$ cat src/rtl/swap_scheduler_if.sv
// rtl/swap_scheduler_if.sv - Requester, completion and register-file signals of swap_scheduler
interface swap_scheduler_if #(
  parameter int ADDR_WIDTH = 7,
  parameter int DATA_WIDTH = 8
);
  logic                  wr_valid;
  logic                  wr_ready;
  logic [ADDR_WIDTH-1:0] wr_addr;
  logic [DATA_WIDTH-1:0] wr_data;
  logic                  s0_valid;
  logic                  s0_ready;
  logic [ADDR_WIDTH-1:0] s0_addr_a;
  logic [ADDR_WIDTH-1:0] s0_addr_b;
  logic                  s1_valid;
  logic                  s1_ready;
  logic [ADDR_WIDTH-1:0] s1_addr_a;
  logic [ADDR_WIDTH-1:0] s1_addr_b;
  logic                  done;
  logic                  done_id;
  logic                  done_err;
  logic                  rf_we;
  logic [ADDR_WIDTH-1:0] rf_address_w;
  logic [DATA_WIDTH-1:0] rf_data_w;
  logic                  rf_swap;
  logic [ADDR_WIDTH-1:0] rf_address_A;
  logic [ADDR_WIDTH-1:0] rf_address_B;
  logic                  busy;

  modport master (
    output wr_valid, wr_addr, wr_data,
    output s0_valid, s0_addr_a, s0_addr_b,
    output s1_valid, s1_addr_a, s1_addr_b,
    input  wr_ready, s0_ready, s1_ready,
    input  done, done_id, done_err,
    input  rf_we, rf_address_w, rf_data_w, rf_swap, rf_address_A, rf_address_B, busy
  );

  modport slave (
    input  wr_valid, wr_addr, wr_data,
    input  s0_valid, s0_addr_a, s0_addr_b,
    input  s1_valid, s1_addr_a, s1_addr_b,
    output wr_ready, s0_ready, s1_ready,
    output done, done_id, done_err,
    output rf_we, rf_address_w, rf_data_w, rf_swap, rf_address_A, rf_address_B, busy
  );
endinterface

$ cat src/rtl/swap_scheduler.sv
// rtl/swap_scheduler.sv - Round-robin sequencer for one host write channel and two swap requesters
// Optional SWAP_SCHED_PERF_EN adds saturating swap_count/err_count outputs.
module swap_scheduler #(
  parameter int ADDR_WIDTH = 7,
  parameter int DATA_WIDTH = 8,
  parameter int SWAP_LAT   = 4
) (
  input  logic             clk,
  input  logic             reset_n,
  swap_scheduler_if.slave  bus
`ifdef SWAP_SCHED_PERF_EN
  ,
  output logic [15:0]      swap_count,
  output logic [7:0]       err_count
`endif
);

  generate
    if (SWAP_LAT < 2 || SWAP_LAT > 15) begin : g_bad_lat
      $error("swap_scheduler: SWAP_LAT must be within 2..15");
    end
  endgenerate

  typedef enum logic [2:0] {IDLE, WRITE, ISSUE, BUSY, DONE} state_t;

  localparam logic [1:0] REQ_W  = 2'd0;
  localparam logic [1:0] REQ_S1 = 2'd2;

  state_t                state;
  state_t                state_nxt;
  logic [1:0]            rr_ptr;
  logic [1:0]            gnt_idx;
  logic [1:0]            cand;
  logic [2:0]            idx_sum;
  logic [2:0]            req;
  logic                  gnt_any;
  logic                  accept;
  logic [ADDR_WIDTH-1:0] sel_a;
  logic [ADDR_WIDTH-1:0] sel_b;
  logic                  sel_legal;
  logic [3:0]            cnt;
  logic                  id_q;
  logic                  err_q;
  logic [ADDR_WIDTH-1:0] waddr_q;
  logic [DATA_WIDTH-1:0] wdata_q;
  logic [ADDR_WIDTH-1:0] a_q;
  logic [ADDR_WIDTH-1:0] b_q;

  assign req = {bus.s1_valid, bus.s0_valid, bus.wr_valid};

  // First valid requester at or after the pointer, walking W -> S0 -> S1 cyclically.
  always_comb begin
    gnt_any = 1'b0;
    gnt_idx = rr_ptr;
    cand    = 2'd0;
    idx_sum = 3'd0;
    for (int i = 0; i < 3; i++) begin
      idx_sum = {1'b0, rr_ptr} + 3'(i);
      if (idx_sum >= 3'd3) idx_sum = idx_sum - 3'd3;
      cand = idx_sum[1:0];
      if (!gnt_any && req[cand]) begin
        gnt_any = 1'b1;
        gnt_idx = cand;
      end
    end
  end

  assign accept = reset_n && (state == IDLE) && gnt_any;

  assign bus.wr_ready = accept && (gnt_idx == REQ_W);
  assign bus.s0_ready = accept && (gnt_idx == 2'd1);
  assign bus.s1_ready = accept && (gnt_idx == REQ_S1);

  assign sel_a = (gnt_idx == REQ_S1) ? bus.s1_addr_a : bus.s0_addr_a;
  assign sel_b = (gnt_idx == REQ_S1) ? bus.s1_addr_b : bus.s0_addr_b;
  // Address 0 is the engine's temporary slot, so it can never be a swap operand.
  assign sel_legal = (sel_a != sel_b) && (sel_a != '0) && (sel_b != '0);

  always_ff @(posedge clk or negedge reset_n) begin
    if (!reset_n) state <= IDLE;
    else          state <= state_nxt;
  end

  always_comb begin
    state_nxt    = state;
    bus.rf_we    = 1'b0;
    bus.rf_swap  = 1'b0;
    bus.done     = 1'b0;
    bus.done_id  = 1'b0;
    bus.done_err = 1'b0;
    bus.busy     = (state != IDLE);
    unique case (state)
      IDLE: begin
        if (accept) begin
          if (gnt_idx == REQ_W) state_nxt = WRITE;
          else if (sel_legal)   state_nxt = ISSUE;
          else                  state_nxt = DONE;
        end
      end
      WRITE: begin
        bus.rf_we = 1'b1;
        state_nxt = IDLE;
      end
      ISSUE: begin
        bus.rf_swap = 1'b1;
        state_nxt   = BUSY;
      end
      BUSY: begin
        if (cnt <= 4'd1) state_nxt = DONE;
      end
      DONE: begin
        bus.done     = 1'b1;
        bus.done_id  = id_q;
        bus.done_err = err_q;
        state_nxt    = IDLE;
      end
      default: state_nxt = IDLE;
    endcase
  end

  always_ff @(posedge clk or negedge reset_n) begin
    if (!reset_n) begin
      rr_ptr  <= REQ_W;
      waddr_q <= '0;
      wdata_q <= '0;
      a_q     <= '0;
      b_q     <= '0;
      id_q    <= 1'b0;
      err_q   <= 1'b0;
      cnt     <= '0;
    end else begin
      if (accept) begin
        rr_ptr <= (gnt_idx == REQ_S1) ? REQ_W : gnt_idx + 2'd1;
        if (gnt_idx == REQ_W) begin
          waddr_q <= bus.wr_addr;
          wdata_q <= bus.wr_data;
        end else begin
          id_q  <= (gnt_idx == REQ_S1);
          err_q <= !sel_legal;
          // Operands only change for a swap that will really be issued.
          if (sel_legal) begin
            a_q <= sel_a;
            b_q <= sel_b;
          end
        end
      end
      if (state == ISSUE)     cnt <= 4'(SWAP_LAT - 1);
      else if (state == BUSY) cnt <= cnt - 4'd1;
    end
  end

  assign bus.rf_address_w = waddr_q;
  assign bus.rf_data_w    = wdata_q;
  assign bus.rf_address_A = a_q;
  assign bus.rf_address_B = b_q;

`ifdef SWAP_SCHED_PERF_EN
  always_ff @(posedge clk or negedge reset_n) begin
    if (!reset_n) begin
      swap_count <= '0;
      err_count  <= '0;
    end else if (state == DONE) begin
      if (!err_q) begin
        if (swap_count != '1) swap_count <= swap_count + 16'd1;
      end else begin
        if (err_count != '1) err_count <= err_count + 8'd1;
      end
    end
  end
`endif

endmodule

$ cat src/flat_wrapper.sv
// flat-port wrapper written by rule: the top's interface ports become plain ports
module swap_scheduler_flat 
#(
  parameter int ADDR_WIDTH = 7,
  parameter int DATA_WIDTH = 8,
  parameter int SWAP_LAT   = 4
)
  (clk, reset_n, bus_wr_valid, bus_wr_addr, bus_wr_data, bus_s0_valid, bus_s0_addr_a, bus_s0_addr_b, bus_s1_valid, bus_s1_addr_a, bus_s1_addr_b, bus_wr_ready, bus_s0_ready, bus_s1_ready, bus_done, bus_done_id, bus_done_err, bus_rf_we, bus_rf_address_w, bus_rf_data_w, bus_rf_swap, bus_rf_address_A, bus_rf_address_B, bus_busy);
  swap_scheduler_if #(.ADDR_WIDTH(ADDR_WIDTH), .DATA_WIDTH(DATA_WIDTH)) bus_i ();
  input  logic clk;
  input  logic reset_n;
  input wire logic [$bits(bus_i.wr_valid)-1:0] bus_wr_valid;
  input wire logic [$bits(bus_i.wr_addr)-1:0] bus_wr_addr;
  input wire logic [$bits(bus_i.wr_data)-1:0] bus_wr_data;
  input wire logic [$bits(bus_i.s0_valid)-1:0] bus_s0_valid;
  input wire logic [$bits(bus_i.s0_addr_a)-1:0] bus_s0_addr_a;
  input wire logic [$bits(bus_i.s0_addr_b)-1:0] bus_s0_addr_b;
  input wire logic [$bits(bus_i.s1_valid)-1:0] bus_s1_valid;
  input wire logic [$bits(bus_i.s1_addr_a)-1:0] bus_s1_addr_a;
  input wire logic [$bits(bus_i.s1_addr_b)-1:0] bus_s1_addr_b;
  output wire logic [$bits(bus_i.wr_ready)-1:0] bus_wr_ready;
  output wire logic [$bits(bus_i.s0_ready)-1:0] bus_s0_ready;
  output wire logic [$bits(bus_i.s1_ready)-1:0] bus_s1_ready;
  output wire logic [$bits(bus_i.done)-1:0] bus_done;
  output wire logic [$bits(bus_i.done_id)-1:0] bus_done_id;
  output wire logic [$bits(bus_i.done_err)-1:0] bus_done_err;
  output wire logic [$bits(bus_i.rf_we)-1:0] bus_rf_we;
  output wire logic [$bits(bus_i.rf_address_w)-1:0] bus_rf_address_w;
  output wire logic [$bits(bus_i.rf_data_w)-1:0] bus_rf_data_w;
  output wire logic [$bits(bus_i.rf_swap)-1:0] bus_rf_swap;
  output wire logic [$bits(bus_i.rf_address_A)-1:0] bus_rf_address_A;
  output wire logic [$bits(bus_i.rf_address_B)-1:0] bus_rf_address_B;
  output wire logic [$bits(bus_i.busy)-1:0] bus_busy;
  assign bus_i.wr_valid = bus_wr_valid;
  assign bus_i.wr_addr = bus_wr_addr;
  assign bus_i.wr_data = bus_wr_data;
  assign bus_i.s0_valid = bus_s0_valid;
  assign bus_i.s0_addr_a = bus_s0_addr_a;
  assign bus_i.s0_addr_b = bus_s0_addr_b;
  assign bus_i.s1_valid = bus_s1_valid;
  assign bus_i.s1_addr_a = bus_s1_addr_a;
  assign bus_i.s1_addr_b = bus_s1_addr_b;
  assign bus_wr_ready = bus_i.wr_ready;
  assign bus_s0_ready = bus_i.s0_ready;
  assign bus_s1_ready = bus_i.s1_ready;
  assign bus_done = bus_i.done;
  assign bus_done_id = bus_i.done_id;
  assign bus_done_err = bus_i.done_err;
  assign bus_rf_we = bus_i.rf_we;
  assign bus_rf_address_w = bus_i.rf_address_w;
  assign bus_rf_data_w = bus_i.rf_data_w;
  assign bus_rf_swap = bus_i.rf_swap;
  assign bus_rf_address_A = bus_i.rf_address_A;
  assign bus_rf_address_B = bus_i.rf_address_B;
  assign bus_busy = bus_i.busy;
  swap_scheduler #(.ADDR_WIDTH(ADDR_WIDTH), .DATA_WIDTH(DATA_WIDTH), .SWAP_LAT(SWAP_LAT)) u_core (.clk(clk), .reset_n(reset_n), .bus(bus_i));
endmodule
$ cat config.mk
export PLATFORM = sky130hd
export DESIGN_NAME = swap_scheduler_flat
export DESIGN_NICKNAME = d
export VERILOG_FILES = /design/src/rtl/swap_scheduler_if.sv /design/src/rtl/swap_scheduler.sv /design/src/flat_wrapper.sv
export SDC_FILE = /design/constraint.sdc
export NUM_CORES = 1
export LEC_CHECK = 0
export BUFFER_PORTS_ARGS = -buffer_cell sky130_fd_sc_hd__buf_2
export CAP_MARGIN = 25
export CORE_ASPECT_RATIO = 1.75
export CORE_MARGIN = 1
export CORE_UTILIZATION = 45
export CTS_CLUSTER_DIAMETER = 30
export CTS_CLUSTER_SIZE = 20
export DETAILED_ROUTE_END_ITERATION = 16
export PLACE_DENSITY = 0.77
export SLEW_MARGIN = 5
export SYNTH_ARGS = -nofsm -noshare
export SYNTH_HDL_FRONTEND = slang
export SYNTH_SLANG_ARGS = --single-unit
$ cat constraint.sdc
create_clock -name clk -period 3.1 [get_ports clk]
set_input_delay 0.62 -clock clk [delete_from_list [all_inputs] [get_ports clk]]
set_output_delay 0.62 -clock clk [all_outputs]
set_load 0.005 [all_outputs]
==> summary.md <==
| Metric | Value |
|---|---|
| Last weighted congestion value of the routability-driven placer | slightly above 0.9 |
| Reg2Reg Capture Point | u_core.bus.rf_address_A[5] |
| I/O pin count | 86 |
| Pre-CTS worst setup slack | ~52 ps |
| Static power due to leakage | approximately 0.0015 µW |
| Antenna viol nets, final | 0 |
| Count leader, synth | sky130_fd_sc_hd__dfrtp_1 |
| XOR/XNOR Fraction of Synth Area | roughly 5.3% |
| Antenna cell count | 0 |
| Synthesized Nets | 250 |
| Final cell count without fillers | approximately 350 |
| Final global-route overflow total | 0 |
| Slew Limit Headroom | 64.0% |
| Cell-by-cell trace of the critical path | inv_2 -> ha_4 -> mux2_4 -> a222oi_1 -> a21boi_2 -> a2bb2oi_4 -> nor2b_4 -> and2b_1 -> buf_2 |
| Fin. max-slew vios | 0 |
| Die area | around 5500 µm² |
| Type of the worst setup path | flop to primary output |
| Antenna violations before repair | 0 |
| Routed wire length | between 5000 and 6000 µm |
| Worst-Skew Late Latency | 290 ps |
| First-pass GRT wire length | about 9300 µm |
| Via count of the first global-routing pass | between 2000 and 2500 |
| Critical path capture point | bus_wr_ready |
| Overall track demand over capacity in global routing | between 20% and 30% |
| Area after detailed placement | roughly 2900 µm² |
| Final-stage net count | 351 |
| Number of placement rows | 34 |
| Yosys Warn Count | 0 |
| Number of setup violations in the final report | 3 |
| Post-synth EDFFs | 0 |
| Hold violation count in the final report | 0 |
| CP startpoint | u_core.rr_ptr[1] |
| Prevailing post-synth register cell | sky130_fd_sc_hd__dfrtp_1 |
| Worst Tran Pin Value | 536 ps |
| Clock tree from TritonCTS | built |
| Average footprint of a synthesized cell | about 12 µm² |
| Dominant cell type by area after synthesis | sky130_fd_sc_hd__dfrtp_1 |
| CTS Sinks | 40 |
| Post-synth top cells | 40 x sky130_fd_sc_hd__dfrtp_1, 26 x sky130_fd_sc_hd__mux2_2, 11 x sky130_fd_sc_hd__mux2_4, 11 x sky130_fd_sc_hd__nand2_1 |
| Placed Instances | around 340 |
| First-pass iteration count of the detailed router | 4 |
| Endpoint arrival time on the critical path | between 2000 and 3000 ps |
| Largest family of logic cells by synthesized area | multiplexers |
| Violated checks | negative setup slack |
| Vias after detailed routing | between 1500 and 2000 |
| Core area | between 4000 and 5000 µm² |
| Maximum fanout along the worst path | 5 |
| Startpoint of the worst register-to-register path | u_core.rr_ptr[1] |
| Setup slack after layout | -89.8 ps |
| Synthesized-area fraction occupied by adder cells | under 10% |
| Highest clock rate | about 310 MHz |
| Clock-pin slew reported for the worst setup and hold paths after clock tree synthesis | 80 ps |
| RSZ-0062 raised after global routing | yes |
| HPWL after detailed placement | ~4300 µm |
| Clock buffer count from CTS | 5 |
| Final worst clock skew | 8.36 ps |
| Count of filler cells inserted in the layout | 423 |
| Kind of cell adding the most delay to the critical path | compound AO/OA/AOI/OAI gates |
| Number of remaining DRC errors | 0 |
| Number of buffers on the longest clock path | 2 |
| Minimum clock period | approximately 3200 ps |
| Post-Syn Instances | about 200 |
| IR Drop Worst-Case VDD | roughly 0.6 mV |
| Status | complete, but fails checks |
| Quantity of hold-fixing buffers added after cts | 0 |
| Die span in y | 97.3 µm |
| Synth Register Bits | 40 |
| Post-synth design cell area | 2330 µm² |
| Reg2Reg Setup Slack | roughly 110 ps |
| Fraction of layout cells with a size suffix above 1 | 53.5% |
| Largest net degree at the start of global routing | 42 |
| Starting utilization of the core area | a little under half |
| Delay of the slowest cell on the worst path | between 400 and 500 ps |
| Cell variety after synth | 47 |
| Worst EP required | around 2500 ps |
| Hold Crit Class | primary input to async pin |
| Post-detailed-route via-to-cell ratio | roughly 5.5 |
| Multiplexer fraction of the synthesized cell area | between 20% and 30% |
| Number of logic stages on the critical path including buffering | 9 |
| Element type at the critical path start | flop |
| Buffers and inverters on the worst path | 2 |
| Final Cycle Share | 103% |
| CP max stage cell | sky130_fd_sc_hd__dfrtp_2 |
| Fraction of the mapped netlist area in compound gates | a little under a tenth |
| Summed area of non-filler cells in the final layout | between 3000 and 4000 µm² |
| CTS H-tree depth | 2 |
| Layout Area Growth over Synthesis | 31.8% |
| Clock Root Buffer | sky130_fd_sc_hd__clkbuf_8 |
| Cell depth of the worst flop-to-flop path | 12 |
| Horiz. Die Dim | ~56 µm |
| Async S/R FF share, synth | between 90% and 100% |
| Power density normalized to cell area | ~980 nW/µm² |
| Cell types occupying the most area after synthesis | sky130_fd_sc_hd__dfrtp_1 43%, sky130_fd_sc_hd__mux2_2 13%, sky130_fd_sc_hd__mux2_4 7.1% |
| CP Capture Type | primary output |
| Area fraction of the dominant cell type after synthesis | 42.9% |
| Buffers added on ports | 85 |
| Simple-gate area share of the yosys netlist | about an eighth |
| Max-cap violations | 0 |
| Average routed wire per standard cell | 15.9 µm |
| Share of synthesized area occupied by flip-flops and latches | 42.9% |
| Number of design-rule violations left by the first detailed-router iteration | 54 |
-- report_power, final --
group / switching [µW] / internal [µW]
Sequential: 154 / 772
Combinational: 704 / 925
Clock: 189 / 263
-- worst min path at each step --
stage / from / slack [ps] / cells after the start / end
finish: reset_n / 450 / 2 / u_core.state[2]
global route: reset_n / 490 / 2 / u_core.bus.rf_data_w[4]
CTS: reset_n / 480 / 2 / u_core.bus.rf_address_B[1]
detailed placement: u_core.id_q / 480 / 2 / u_core.id_q
global placement: u_core.id_q / 480 / 2 / u_core.id_q
floorplan: reset_n / 320 / 0 / u_core.bus.rf_address_A[0]
-- timing repair --
action,in CTS,in global routing
gates resized for setup,2,5
hold endpoints to repair,0,0
endpoints found under the setup margin,3,17
pin swaps,4,3
buffers inserted,4,2
-- kinds of logic (layout without fill, tap and decap cells) --
kind of cell / Yosys count / count (layout)
mux: 47 / 47
flops: 40 / 40
xor+xnor: 14 / 14
compound gates: 27 / 27
fa+ha+maj: 5 / 5
simple gates: 50 / 50
buf+inv: 14 / 116
-- final cells by class --
type	count	area, µm²	area share [%]
flip-flops and latches	40	1000	32.6
inverters	9	33.8	1.10
clock inverters	2	38.8	1.26
well taps	54	67.6	2.20
repair buffers	99	548	17.8
multi-input cells	143	1300	42.3
clock buffers	6	82.6	2.68
-- routing by layer --
metal | vias up | GRT usage (%) | part of all wire (%)
met4 | 0 | 9.19 | 2.6
met5 | - | 0 | 0
met3 | 13 | 3.86 | 4.4
met1 | 940 | 24.4 | 38
li1 | 916 | - | -
met2 | 66 | 38.6 | 55
-- placed cells by master (no fill, tap or decap), drive strengths merged, types with 2 or more instances in the layout --
cell     n
nor3     4
nand2b   2
mux2    46
o21ai    6
a22o     2
a22oi    2
nand2   12
dfrtp   40
and2     2
nand3b   2
buf     99
o211ai   3
nor4     5
a32oi    2
xor2     7
ha       5
xnor2    7
a21o     3
clkbuf   6
or4      3
nor2     8
inv      9
nor2b    3
nand3    2
nor3b    2
-- registers in the layout (all words and copies together), names as in the netlist --
signal                   count
u_core.rr_ptr                2
u_core.bus.rf_address_w      7
u_core.bus.rf_address_B      7
u_core.bus.rf_data_w         8
u_core.cnt                   4
u_core.bus.rf_address_A      7
u_core.state                 3
u_core.err_q                 1
u_core.id_q                  1
-- stage by stage --
step / power, µW / hold WS (ps) / TNS [ps] / util [%]
6_report: 3010 / 448 / -193 / 61.8
5_1_grt: 3220 / 493 / -529 / 61.8
4_1_cts: 2960 / 484 / -171 / 61.2
3_5_place_dp: 2450 / 480 / 0 / 58.0
3_3_place_gp: 2400 / 477 / 0 / 58.0
2_1_floorplan: 1970 / 324 / -87.6 / -
(Power assumes the default switching activity.)
